$ cat src/rtl/vsync_frame_switch.sv
// vsync_frame_switch: frame-aligned video channel switcher.
// Accepts a switch request for a target channel and a frame budget, moves
// o_ch_sel to the target only on a vsync rising edge, counts frames shown on
// it, and returns to the home channel at a frame boundary when the budget is
// spent or the operation is aborted.
// Optional build macro: VSW_VSYNC_SYNC_EN adds a 2-flop synchroniser in front
// of the vsync edge detector, for a vsync that is asynchronous to i_ddr_clk.
module vsync_frame_switch #(
  parameter int CH_NUM     = 4,
  parameter int SEL_W      = 2,
  parameter int CNT_W      = 8,
  parameter int DEFAULT_CH = 0
) (
  input  logic             i_ddr_clk,
  input  logic             i_rst_n,
  input  logic             i_sel_vsync,
  input  logic             i_req,
  input  logic [SEL_W-1:0] i_req_ch,
  input  logic [CNT_W-1:0] i_req_frames,
  input  logic             i_abort,
  output logic [SEL_W-1:0] o_ch_sel,
  output logic             o_busy,
  output logic             o_done,
  output logic             o_err,
  output logic [CNT_W-1:0] o_frame_cnt
);

  localparam logic [SEL_W-1:0] HOME_CH = SEL_W'(DEFAULT_CH);
  localparam logic [CNT_W-1:0] CNT_MAX = {CNT_W{1'b1}};

  typedef enum logic [1:0] {
    IDLE   = 2'd0,
    ARMED  = 2'd1,
    ACTIVE = 2'd2,
    RETURN = 2'd3
  } state_t;

  state_t           state;
  logic [SEL_W-1:0] ch_reg;
  logic [CNT_W-1:0] frames_reg;
  logic             abort_pending;

  logic             vs_src;
  logic             d0;
  logic             d1;
  logic             vs_pos;
  logic             req_ok;
  logic             terminal;

`ifdef VSW_VSYNC_SYNC_EN
  // fill tracks how many pipeline stages hold a genuinely sampled value
  localparam int FILL_W = 4;
  logic meta0;
  logic meta1;

  // Two-flop synchroniser for an asynchronous vsync
  always_ff @(posedge i_ddr_clk or negedge i_rst_n) begin
    if (!i_rst_n) begin
      meta0 <= 1'b0;
      meta1 <= 1'b0;
    end else begin
      meta0 <= i_sel_vsync;
      meta1 <= meta0;
    end
  end

  assign vs_src = meta1;
`else
  localparam int FILL_W = 2;
  assign vs_src = i_sel_vsync;
`endif

  logic [FILL_W-1:0] fill;

  // Edge-detect pipeline; fill masks edges until d1 holds a real sample so a
  // vsync already high at reset release is not mistaken for a fresh rise
  always_ff @(posedge i_ddr_clk or negedge i_rst_n) begin
    if (!i_rst_n) begin
      d0   <= 1'b0;
      d1   <= 1'b0;
      fill <= '0;
    end else begin
      d0   <= vs_src;
      d1   <= d0;
      fill <= {fill[FILL_W-2:0], 1'b1};
    end
  end

  assign vs_pos   = d0 & ~d1 & fill[FILL_W-1];
  assign req_ok   = ({{(32-SEL_W){1'b0}}, i_req_ch} < 32'(CH_NUM));
  assign terminal = (frames_reg != '0) && (o_frame_cnt == (frames_reg - CNT_W'(1)));

  // Switch controller: state, latched request and all registered outputs
  always_ff @(posedge i_ddr_clk or negedge i_rst_n) begin
    if (!i_rst_n) begin
      state         <= IDLE;
      o_ch_sel      <= HOME_CH;
      o_frame_cnt   <= '0;
      o_busy        <= 1'b0;
      o_done        <= 1'b0;
      o_err         <= 1'b0;
      ch_reg        <= '0;
      frames_reg    <= '0;
      abort_pending <= 1'b0;
    end else begin
      o_done <= 1'b0;
      o_err  <= 1'b0;
      case (state)
        IDLE: begin
          // busy stays high through the o_done cycle, then drops here
          o_busy <= 1'b0;
          if (i_req) begin
            if (req_ok) begin
              ch_reg     <= i_req_ch;
              frames_reg <= i_req_frames;
              o_busy     <= 1'b1;
              state      <= ARMED;
            end else begin
              o_err <= 1'b1;
            end
          end
        end
        ARMED: begin
          if (i_abort) begin
            o_busy <= 1'b0;
            state  <= IDLE;
          end else if (vs_pos) begin
            o_ch_sel    <= ch_reg;
            o_frame_cnt <= '0;
            state       <= ACTIVE;
          end
        end
        ACTIVE: begin
          // an abort landing on a frame boundary returns right away
          if (vs_pos && (i_abort || terminal)) begin
            o_ch_sel      <= HOME_CH;
            o_done        <= 1'b1;
            abort_pending <= 1'b0;
            state         <= IDLE;
          end else if (i_abort) begin
            abort_pending <= 1'b1;
            state         <= RETURN;
          end else if (vs_pos && (o_frame_cnt != CNT_MAX)) begin
            o_frame_cnt <= o_frame_cnt + CNT_W'(1);
          end
        end
        RETURN: begin
          if (vs_pos && abort_pending) begin
            o_ch_sel      <= HOME_CH;
            o_done        <= 1'b1;
            abort_pending <= 1'b0;
            state         <= IDLE;
          end
        end
        default: begin
          state <= IDLE;
        end
      endcase
    end
  end

endmodule

$ cat config.mk
export PLATFORM = sky130hd
export DESIGN_NAME = vsync_frame_switch
export DESIGN_NICKNAME = d
export VERILOG_FILES = /design/src/rtl/vsync_frame_switch.sv
export SDC_FILE = /design/constraint.sdc
export NUM_CORES = 1
export LEC_CHECK = 0
export CELL_PAD_IN_SITES_DETAIL_PLACEMENT = 1
export CELL_PAD_IN_SITES_GLOBAL_PLACEMENT = 1
export CORE_MARGIN = 2
export CORE_UTILIZATION = 25
export DETAILED_ROUTE_END_ITERATION = 6
export PLACE_DENSITY_LB_ADDON = 0.1
export SKIP_CTS_REPAIR_TIMING = 1
export SLEW_MARGIN = 20
export SYNTH_ARGS = -nofsm -noshare
export SYNTH_HDL_FRONTEND = slang
export SYNTH_SLANG_ARGS = --single-unit
$ cat constraint.sdc
create_clock -name i_ddr_clk -period 5.8 [get_ports i_ddr_clk]
set_clock_uncertainty 0.05 [all_clocks]
set_input_delay 1.74 -clock i_ddr_clk [delete_from_list [all_inputs] [get_ports i_ddr_clk]]
set_output_delay 1.74 -clock i_ddr_clk [all_outputs]
set_load 0.01 [all_outputs]
Yosys cells after proc, flatten, opt, wreduce, memory -nomap -nowiden
Index checks and enable logic that the tools add are counted.
{"block": "totals", "latch_bits": 0, "input_bits": 15, "regBits": 29, "out_inout_bits": 13, "ram_bits": 0, "n_memories": 0, "rom_bits": 0, "wordCells": 76}
{"block": "classes", "n_reduce_logical": 17, "div": 0, "magnitude_cmp": 0, "n_bitwise": 3, "addsub": 2, "mux": 27, "n_shift": 0, "eq_ne": 16, "multipliers": 0}
{"op": "$mux W8", "count": 5}
{"op": "$mux W2", "count": 9}
{"op": "$ne A2 B2 Y1 const B", "count": 9}
{"op": "$pmux W8 S2", "count": 1}
{"op": "$add A8 B1 Y8 const B", "count": 1}
{"op": "$eq A8 B8 Y1", "count": 1}
{"op": "$ne A8 B8 Y1 const B", "count": 1}
{"op": "$pmux W2 S4", "count": 1}
{"op": "$reduce_bool A8 Y1", "count": 1}
{"op": "$sub A8 B1 Y8 const B", "count": 1}
{"op": "$mux W1", "count": 7}
{"op": "$ne A3 B3 Y1 const B", "count": 2}
{"op": "$pmux W1 S2", "count": 3}
{"op": "$pmux W2 S3", "count": 1}
{"op": "$reduce_and A6 Y1", "count": 1}
{"op": "$reduce_bool A2 Y1", "count": 3}
{"op": "$reduce_and A5 Y1", "count": 1}
{"op": "$eq A2 B2 Y1 const B", "count": 2}
{"op": "$logic_and A1 B1 Y1", "count": 4}
{"op": "$reduce_and A2 Y1", "count": 2}
{"op": "$reduce_and A4 Y1", "count": 1}
{"op": "$reduce_and A3 Y1", "count": 1}
{"op": "$reduce_bool A3 Y1", "count": 1}
{"op": "$and A1 B1 Y1", "count": 2}
{"op": "other kinds (4)", "count": 4}

Logic depth before layout (Yosys ltp)
Gate-level depths: netlist of run 1.
{"block": "depth", "ltp_word": 8, "ltp_mapped": 10, "mapped_depth_nobuf": 9}

Worst setup path after synthesis of run 1
OpenSTA, ideal clock, no wires.
{"block": "synth_path", "path_kind": "input -> register", "from": "in i_req", "to": "reg ch_reg[0]", "arrival_ns": 2.914, "n_path_buf": 1, "required_time_ns": 5.625, "slack_ns": 2.711, "setup_ns": 0.125, "cell_stages": 3, "cell_sequence": "nor3b_1 clkbuf_1 mux2_2"}
{"block": "synth_via", "elab_chain_len": 1}
{"item": "start, declared", "line_no": "17", "source": "input logic i_req,"}
{"item": "$reduce_and A2 Y1 (no line)"}
{"item": "end signal, assigned", "line_no": "114", "source": "ch_reg <= i_req_ch;"}
{"item": "end, declared", "line_no": "39", "source": "logic [SEL_W-1:0] ch_reg;"}
No other way between the ends.
A chain may end at the register's enable or synchronous reset.

Worst setup path in the final report of run 1
{"block": "layout_path", "from": "in i_abort", "to": "reg o_frame_cnt[5]"}
{"block": "layout_via", "elab_chain_len": 4, "word_cells_on_any_way": 6, "classes_between": "eq/ne: 3; reduce/logical: 3"}
{"item": "start, declared", "line_no": "20", "source": "input logic i_abort,"}
{"item": "$logic_or A1 B1 Y1", "line_no": "135", "source": "if (vs_pos && (i_abort || terminal)) begin"}
{"item": "$logic_and A1 B1 Y1", "line_no": "135"}
{"item": "$ne A2 B2 Y1 (no line)"}
{"item": "$reduce_and A6 Y1 (no line) *"}
{"item": "end signal, assigned", "line_no": "144", "source": "o_frame_cnt <= o_frame_cnt + CNT_W'(1);"}
{"item": "end, declared", "line_no": "25", "source": "output logic [CNT_W-1:0] o_frame_cnt"}
Every way passes the cells marked *; elsewhere a longest branch is shown, timed or not.

==> results.toml, run 1 <==
[placement]
detailed_place_hpwl_mm = 2.86
final_estimated_routing_congestion_in_global_placement = 0.843
port_buffers = 26
post_dp_cell_area_um2 = 1880

[global_routing]
gr-usage-all-layers_pct = 13.1
first_pass_grt_wire_length_mm = 6.57
global_route.overflow_total = 0
grt_pass1_vias = 1335
grt_max_degree = 30
number_of_antenna_violations_at_the_first_check_in_global_routing = 0

[floorplanning]
placementRows = 28
die_area_um2 = 6850
die_y_um = 82.7
core_um2 = 5960
dieWidth_um = 82.7
floorplan.initialDensity_pct = 26.0
num_io_pins = 28

[layout]
finish.net_count = 199
insertedDiodeCount = 0
synthToLayoutAreaGrowth_pct = 27.0
fillCellCount = 688
drive_above_1_share_pct = 13.7
finalInstanceArea_um2 = 1970
layout.core_utilization_pct = 33.1

[job]
drv_cap = 0

[timing]
maxSlewHeadroom_pct = 40.0
timing_hold_violations_final = 0
final.setup.tns_ns = 0
period_share_pct = 59.4
tightest_slew_ns = 0.896
final_slew_violations = 0
achievable-frequency_mhz = 290
rsz_0062_raised_after_global_routing = "no"
period_needed_ns = 3.44
finalSetupViolCount = 0

[yosys]
synthDominantAreaCellType = "sky130_fd_sc_hd__dfrtp_1"
yosys_most_used_dff = "sky130_fd_sc_hd__dfrtp_1"
post_synthesis_compound_gate_area_fraction_pct = 11.6
ys_top_cells_by_count = "sky130_fd_sc_hd__dfrtp_1 (29), sky130_fd_sc_hd__nand2_1 (16), sky130_fd_sc_hd__nor2_1 (9)"
synth-adder-area-share_pct = 1.61
largest_family_of_logic_cells_by_synthesized_area = "simple AND/OR/NAND/NOR gates"
synth_top_area_share_pct = 46.8
postSynthRegisterBits = 29
async_reset_ff_share_pct = 100
synthXorXnorAreaFrac_pct = 5.08
synthesis.nets = 171
synth-edff-count = 0
yosysWarningCount = 0
synth_sequential_area_ratio_pct = 46.8
synthSimpleGateAreaFrac_pct = 23.5
yosysMostFrequentCell = "sky130_fd_sc_hd__dfrtp_1"
synthMuxAreaShare_pct = 7.43
syn-instance-count = 154
mappedNetlistArea_um2 = 1550
post_synth_main_area_contributors = "sky130_fd_sc_hd__dfrtp_1 (47%), sky130_fd_sc_hd__mux2_2 (5.8%), sky130_fd_sc_hd__xnor2_1 (4.5%)"
syn_avg_cell_area_um2 = 10.1
synth_cell_types = 44

[detailed_routing]
final_antenna_net_count = 0
post_drt_via_cell_ratio = 4.89
detail_route.wirelength_mm = 3.83
firstDrtPassIters = 3
detail_route.drc_violations = 0
routedWlPerCell_um = 14.8
via_count = 1262
drt_iter0_markers = 82

[clock_network]
clk_pin_slew_worst_paths_ns = 0.07
cts_made_buffers = 5
cts-root-to-sink-buffers = 2
tritoncts = "yes"
cts_htree_levels = 2
clock_latency_ns = 0.29
clock_sink_count = 29
clk_root_buf = "sky130_fd_sc_hd__clkbuf_8"

[critical_path]
critPathCaptureType = "register"
worstPathArrival_ns = 3.59
path_max_fanout = 6
worstSetupStartpointType = "input port"
critical_path_class = "in -> reg"
timing.critical_path.required_ns = 5.95

[power_and_ir_drop]
static-leakage-power_nw = 0.762
irDropWorstVdd_v = 0.000127
power-per-cell-area_nw_per_um2 = 409

[outcome]
status = "complete, no violations"

[hold_path]
worst_hold_path_type = "reg -> reg"
-- critical path, stage by stage --
cell	delay [ns]
sky130_fd_sc_hd__clkdlybuf4s50_1	0.50
sky130_fd_sc_hd__nor2_1	0.24
sky130_fd_sc_hd__o21a_1	0.24
sky130_fd_sc_hd__nand4_1	0.23
sky130_fd_sc_hd__or4_1	0.47
sky130_fd_sc_hd__a21oi_1	0.18
-- per-stage QoR --
step	hold slack, ns	setup WS [ns]	power [mW]	instances
final	0.317	2.36	0.806	258
after global routing	0.336	2.17	0.872	258
after CTS	0.319	2.34	0.820	258
after detailed placement	0.300	2.07	0.643	250
after global placement	0.283	2.22	0.630	250
after floorplan	0.281	2.71	0.538	154
-- per-layer routing --
layer  track usage (%)  share of wire [%]
met1              15.9                 46
met2              22.2                 49
met3              3.04                3.4
met4              5.74                2.4
met5                 0                  0
-- where the power goes --
| group | total (mW) | switching, mW | internal (mW) |
|---|---|---|---|
| Combinational | 0.291 | 0.128 | 0.163 |
| Clock | 0.169 | 0.0850 | 0.0840 |
| Sequential | 0.346 | 0.0821 | 0.264 |
-- area by class of cell --
| cell class | instances | area [µm²] | share of cell area (%) |
|---|---|---|---|
| multi-input combinational | 115 | 776 | 39.4 |
| sequential | 29 | 726 | 36.8 |
| timing repair buffer | 27 | 268 | 13.6 |
| tap | 75 | 93.8 | 4.76 |
| clock buffer | 5 | 68.8 | 3.49 |
| clock inverter | 3 | 22.5 | 1.14 |
| inverter | 4 | 15.0 | 0.762 |
-- logic make-up after synthesis --
family,Yosys count
AOI/OAI and AO/OA,29
xor gates and xnor gates,9
adders and majority gates,2
buffers and inverters,10
DFF,29
muxes,10
other,2
and+or+nand+nor,63
-- cell usage in the layout (no fill, tap or decap), types with 3 or more instances in the layout --
cell type,n
sky130_fd_sc_hd__a21oi_1,7
sky130_fd_sc_hd__clkbuf_8,5
sky130_fd_sc_hd__clkdlybuf4s50_1,26
sky130_fd_sc_hd__clkinvlp_4,3
sky130_fd_sc_hd__dfrtp_1,29
sky130_fd_sc_hd__inv_1,4
sky130_fd_sc_hd__mux2_2,8
sky130_fd_sc_hd__nand2_1,16
sky130_fd_sc_hd__nand2b_1,3
sky130_fd_sc_hd__nand3_1,3
sky130_fd_sc_hd__nand3b_1,3
sky130_fd_sc_hd__nand4_1,5
sky130_fd_sc_hd__nor2_1,9
sky130_fd_sc_hd__nor2b_1,3
sky130_fd_sc_hd__o21ai_0,7
sky130_fd_sc_hd__o21ai_1,5
sky130_fd_sc_hd__or3_1,3
sky130_fd_sc_hd__or4_1,5
sky130_fd_sc_hd__xnor2_1,8
-- path summary, 6_finish.rpt --
kind	from	endpoint	slack (ns)	cells after the start
min in group asynchronous	i_rst_n	frames_reg[5]	1.79	2
max in group asynchronous	i_rst_n	o_frame_cnt[5]	3.61	2
worst max-delay path	i_abort	o_frame_cnt[5]	2.36	6
worst min register to register	fill[0]	fill[1]	0.32	0
worst max register to register	frames_reg[0]	o_frame_cnt[5]	3.24	9
worst min-delay path	fill[0]	fill[1]	0.32	0
Note: power is estimated with default switching activity, not from simulation.
==> run 2, diff against run 1 <==
clock period = 3.1 ns   (was 5.8 ns; I/O delays follow)
==> run 2 against run 1 <==
Net effect:
- combinational power grew 85%
- power grew 98%
- critical endpoint is now o_frame_cnt[7]
- cell count grew 0.39%
- sequential share of layout area shrank 0.67 points
- cell area grew 1.8%
- hold slack lost 0.018 ns
- wire length shrank 0.89%
- first-iteration DRC count shrank 37%
==> results.toml, run 2 (synthesis results as in run 1) <==
[detailed_routing]
detail_route.drc_violations = 0
post_drt_via_cell_ratio = 4.80
routedWlPerCell_um = 14.6
detail_route.wirelength_mm = 3.79
final_antenna_net_count = 0
firstDrtPassIters = 4
drt_iter0_markers = 52
via_count = 1244

[power_and_ir_drop]
static-leakage-power_nw = 0.788
power.internal_mw = 1.06
comb_power_share_pct = 33.7
netSwitchingFraction_pct = 33.4
irDropWorstVdd_v = 0.000294
seq_power_share_pct = 40.5
power-per-cell-area_nw_per_um2 = 795
switching_power_uw = 532
post-layout-total-power_mw = 1.59
clock_power_share_pct = 25.8

[timing]
timing_hold_violations_final = 0
achievable-frequency_mhz = 380
period_needed_ns = 2.63
fin_hold_ws_ns = 0.299
final_slew_violations = 0
finalSetupViolCount = 0
rsz_0062_raised_after_global_routing = "no"
final.setup.tns_ns = 0
period_share_pct = 84.9

[floorplanning]
die_y_um = 82.7
floorplan.initialDensity_pct = 26.0
dieWidth_um = 82.7
num_io_pins = 28
die_area_um2 = 6850
placementRows = 28
core_um2 = 5960

[critical_path]
critical_path_class = "in -> reg"
critPathCaptureType = "register"
path_max_fanout = 6
critical_path_start = "i_abort"
crit_path_cell_trace = "clkdlybuf4s50_1 > nor2_1 > o21a_1 > nand4_1 > or4_1 > a21oi_1"
crit-reg2reg-launch = "frames_reg[0]"
worstPathArrival_ns = 2.78
critical-path-top-delay-family = "simple AND/OR/NAND/NOR gates"
timing.critical_path.required_ns = 3.25
max_stage_delay_ns = 0.50
worstPathBufferInverterCount = 1
worstSetupStartpointType = "input port"
slowest_stage = "sky130_fd_sc_hd__clkdlybuf4s50_1"

[layout]
drive_above_1_share_pct = 14.1
insertedDiodeCount = 0
layout.cells.non_filler = 259
mostFrequentLayoutCells = "sky130_fd_sc_hd__dfrtp_1 (29), sky130_fd_sc_hd__clkdlybuf4s50_1 (26), sky130_fd_sc_hd__nand2_1 (16)"
finish.net_count = 200
fillCellCount = 689
final_common_cell = "sky130_fd_sc_hd__dfrtp_1"
finalInstanceArea_um2 = 2010
synthToLayoutAreaGrowth_pct = 29.4

[placement]
port_buffers = 26
final_estimated_routing_congestion_in_global_placement = 0.835
post_dp_cell_area_um2 = 1890
number_of_cells_in_the_design_after_placement = 251
detailed_place_hpwl_mm = 2.80

[job]
drv_cap = 0

[clock_network]
cts-root-to-sink-buffers = 2
tritoncts = "yes"
clock_sink_count = 29
clock_latency_ns = 0.28
cts_made_buffers = 5
clk_root_buf = "sky130_fd_sc_hd__clkbuf_8"
cts_htree_levels = 2
clk_pin_slew_worst_paths_ns = 0.07

[hold_path]
worst_hold_path_type = "reg -> reg"
timing.hold.worst.start = "fill[0]"

[outcome]
status = "complete, no violations"

[global_routing]
global_route.overflow_total = 0
gr-usage-all-layers_pct = 12.5
number_of_antenna_violations_at_the_first_check_in_global_routing = 0
grt_max_degree = 30
first_pass_grt_wire_length_mm = 6.40
grt_pass1_vias = 1341
[run 2: cell count changes in the layout (fill, tap and decap cells not counted), sizes merged]
cell	delta
clkinvlp	-2
clkbuf	+1
bufinv	+1
buf	+1
[run 2: area by class of cell]
class                           count  area (µm²)  area share (%)
Sequential cell                    29         726            36.2
Timing Repair Buffer               28         275            13.7
Inverter                            4        15.0           0.749
Clock buffer                        6        82.6            4.12
Multi-Input combinational cell    115         776            38.7
Clock inverter                      2        37.5            1.87
Tap cell                           75        93.8            4.68
[run 2: power groups by stage]
stage	logic, mW	registers, mW	clock network (mW)
after floorplan	0.394	0.612	0
after global placement	0.529	0.653	0
after detailed placement	0.544	0.658	0
after CTS	0.548	0.651	0.428
after global routing	0.610	0.671	0.447
final	0.537	0.646	0.411
[run 2: worst paths after layout]
check                                 end  slack, ns  depth (start not counted)
setup / recovery           o_frame_cnt[7]       0.47                          6
hold / removal                    fill[1]       0.30                          0
setup reg to reg           o_frame_cnt[7]       0.56                          9
hold reg to reg                   fill[1]       0.30                          0
max in group asynchronous  o_frame_cnt[2]       1.72                          2
min in group asynchronous   frames_reg[5]       0.99                          2
[run 2: worst reg2reg max path: stages (launching register included)]
cell                      delay [ns]
sky130_fd_sc_hd__dfrtp_1        0.43
sky130_fd_sc_hd__inv_1          0.09
sky130_fd_sc_hd__ha_1           0.18
sky130_fd_sc_hd__nor3b_2        0.27
sky130_fd_sc_hd__mux2_2         0.37
sky130_fd_sc_hd__nand3_1        0.08
sky130_fd_sc_hd__a31oi_1        0.10
sky130_fd_sc_hd__and3_4         0.24
sky130_fd_sc_hd__or4_1          0.48
sky130_fd_sc_hd__a21oi_1        0.17
[run 2: through the flow]
step                      setup WS, ns  util (%)
final                            0.468      33.7
after global routing             0.333      33.7
after CTS                        0.487      33.7
after detailed placement         0.195      31.7
after global placement           0.322      31.7
after floorplan                  0.692         -
[run 2: routing by layer]
layer	vias to the layer above	GRT usage, %	routed length (µm)
li1	604	-	-
met1	611	14.8	1710
met2	23	21.2	1880
met3	6	3.37	147
met4	0	5.57	60
met5	-	0	0
==> run 3, diff against run 2 <==
clock period = 2.6 ns   (was 3.1 ns; I/O delays follow)
==> run 3 against run 2 <==
Net effect:
- combinational power grew 31%
- critical path depth rose by 3
- sequential power grew 19%
- cell area increased by 3.1%
- count of clock-buffer cells in the layout increased by 1
- cell count up 3.1%
- clock power hardly changed
- critical endpoint unchanged
- global-route usage increased by 0.58 points
==> results.toml, run 3 (synthesis results as in run 1) <==
[global_routing]
grt_max_degree = 30
first_pass_grt_wire_length_mm = 6.65
number_of_antenna_violations_at_the_first_check_in_global_routing = 0
grt_pass1_vias = 1396
global_route.overflow_total = 0
gr-usage-all-layers_pct = 13.1

[placement]
final_estimated_routing_congestion_in_global_placement = 0.810
detailed_place_hpwl_mm = 3.01
place_ws_ns = 0.0780
port_buffers = 26

[layout]
synthToLayoutAreaGrowth_pct = 33.3
drive_above_1_share_pct = 18.2
insertedDiodeCount = 0
mostFrequentLayoutCells = "sky130_fd_sc_hd__dfrtp_1 (29), sky130_fd_sc_hd__clkdlybuf4s50_1 (26), sky130_fd_sc_hd__nand2_1 (16)"
final_common_cell = "sky130_fd_sc_hd__dfrtp_1"
layout.core_utilization_pct = 34.7
finish.net_count = 208

[critical_path]
ff2ff_path_depth = 9
path_max_fanout = 13
max_stage_delay_ns = 0.48
slowest_stage = "sky130_fd_sc_hd__or4_1"
critPathCaptureType = "register"
timing.critical_path.required_ns = 2.75
worstSetupStartpointType = "register"
worstPathArrival_ns = 2.58
critical_path_class = "reg -> reg"
r2r_setup_slack_ns = 0.17
crit_path_cell_trace = "inv_1 > ha_1 > nor3b_4 > mux2_2 > nand3_1 > a31oi_2 > and3_4 > or4_1 > a21oi_1"

[power_and_ir_drop]
power.internal_mw = 1.22
clock_power_share_pct = 21.9
seq_power_share_pct = 40.8
comb_power_share_pct = 37.3
static-leakage-power_nw = 0.829
netSwitchingFraction_pct = 35.2
power-per-cell-area_nw_per_um2 = 913
post-layout-total-power_mw = 1.89
irDropWorstVdd_v = 0.000297
switching_power_uw = 664

[detailed_routing]
final_antenna_net_count = 0
detail_route.wirelength_mm = 3.92
routedWlPerCell_um = 14.7
firstDrtPassIters = 3
detail_route.drc_violations = 0
via_count = 1295
post_drt_via_cell_ratio = 4.85
drt_iter0_markers = 39

[floorplanning]
num_io_pins = 28
die_y_um = 82.7
die_area_um2 = 6850
dieWidth_um = 82.7
core_um2 = 5960
placementRows = 28
floorplan.initialDensity_pct = 26.0

[clock_network]
cts_htree_levels = 2
clk_root_buf = "sky130_fd_sc_hd__clkbuf_8"
clock_latency_ns = 0.27
clk_pin_slew_worst_paths_ns = 0.07
clock_sink_count = 29
cts_made_buffers = 5
cts-root-to-sink-buffers = 2
tritoncts = "yes"

[timing]
final.setup.tns_ns = 0
period_share_pct = 93.3
finalSetupViolCount = 0
achievable-frequency_mhz = 412
fin_hold_ws_ns = 0.300
worst_slack_ns = 0.174
final_slew_violations = 0
timing_hold_violations_final = 0
rsz_0062_raised_after_global_routing = "no"
period_needed_ns = 2.43

[hold_path]
number_of_cells_on_the_worst_hold_path = 0
worst_hold_path_type = "reg -> reg"

[job]
drv_cap = 0

[outcome]
status = "complete, no violations"
==> run 3: worst max-delay path, delay by kind of cell, from the launching register on <==
kind	cells	cell delay, ns
mux	1	0.36
buf+inv	1	0.08
simple gates	4	1.00
fa+ha+maj	1	0.18
flops	1	0.40
compound gates	2	0.27
==> run 3: area by class of cell <==
class	count	area [µm²]
fillers	715	3890
multi-input cells	115	796
flip-flops and latches	29	726
repair buffers	36	335
clock buffers	7	96.3
well taps	75	93.8
inverters	4	15.0
clock inverters	1	5.00
==> run 3: path summary, 6_finish.rpt <==
| kind | end | start |
|---|---|---|
| setup / recovery | o_frame_cnt[7] | frames_reg[1] |
| min in group asynchronous | o_frame_cnt[5] | i_rst_n |
| hold / removal | fill[1] | fill[0] |
| hold reg to reg | fill[1] | fill[0] |
| max in group asynchronous | frames_reg[2] | i_rst_n |
| setup reg to reg | o_frame_cnt[7] | frames_reg[1] |
==> run 3: stage by stage <==
step / instances / area (µm²)
3_5_place_dp: 259 / 1950
4_1_cts: 267 / 2050
3_3_place_gp: 259 / 1950
6_report: 267 / 2070
2_1_floorplan: 154 / 1550
5_1_grt: 267 / 2070
==> run 3: power groups by stage <==
| stage | sequential (mW) | clock, mW | combinational, mW |
|---|---|---|---|
| floorplan | 0.730 | 0 | 0.470 |
| global placement | 0.772 | 0 | 0.661 |
| detailed placement | 0.778 | 0 | 0.692 |
| CTS | 0.771 | 0.433 | 0.695 |
| global route | 0.802 | 0.450 | 0.778 |
| finish | 0.770 | 0.413 | 0.704 |
==> run 3: metal layers <==
layer	up-vias	wire length [µm]	global-route usage, %	part of all wire, %
met1	653	1680	15.1	43
met3	7	137	3.04	3.5
met2	21	2000	23.0	51
met4	0	102	5.90	2.6
met5	-	0	0	0
li1	614	-	-	-
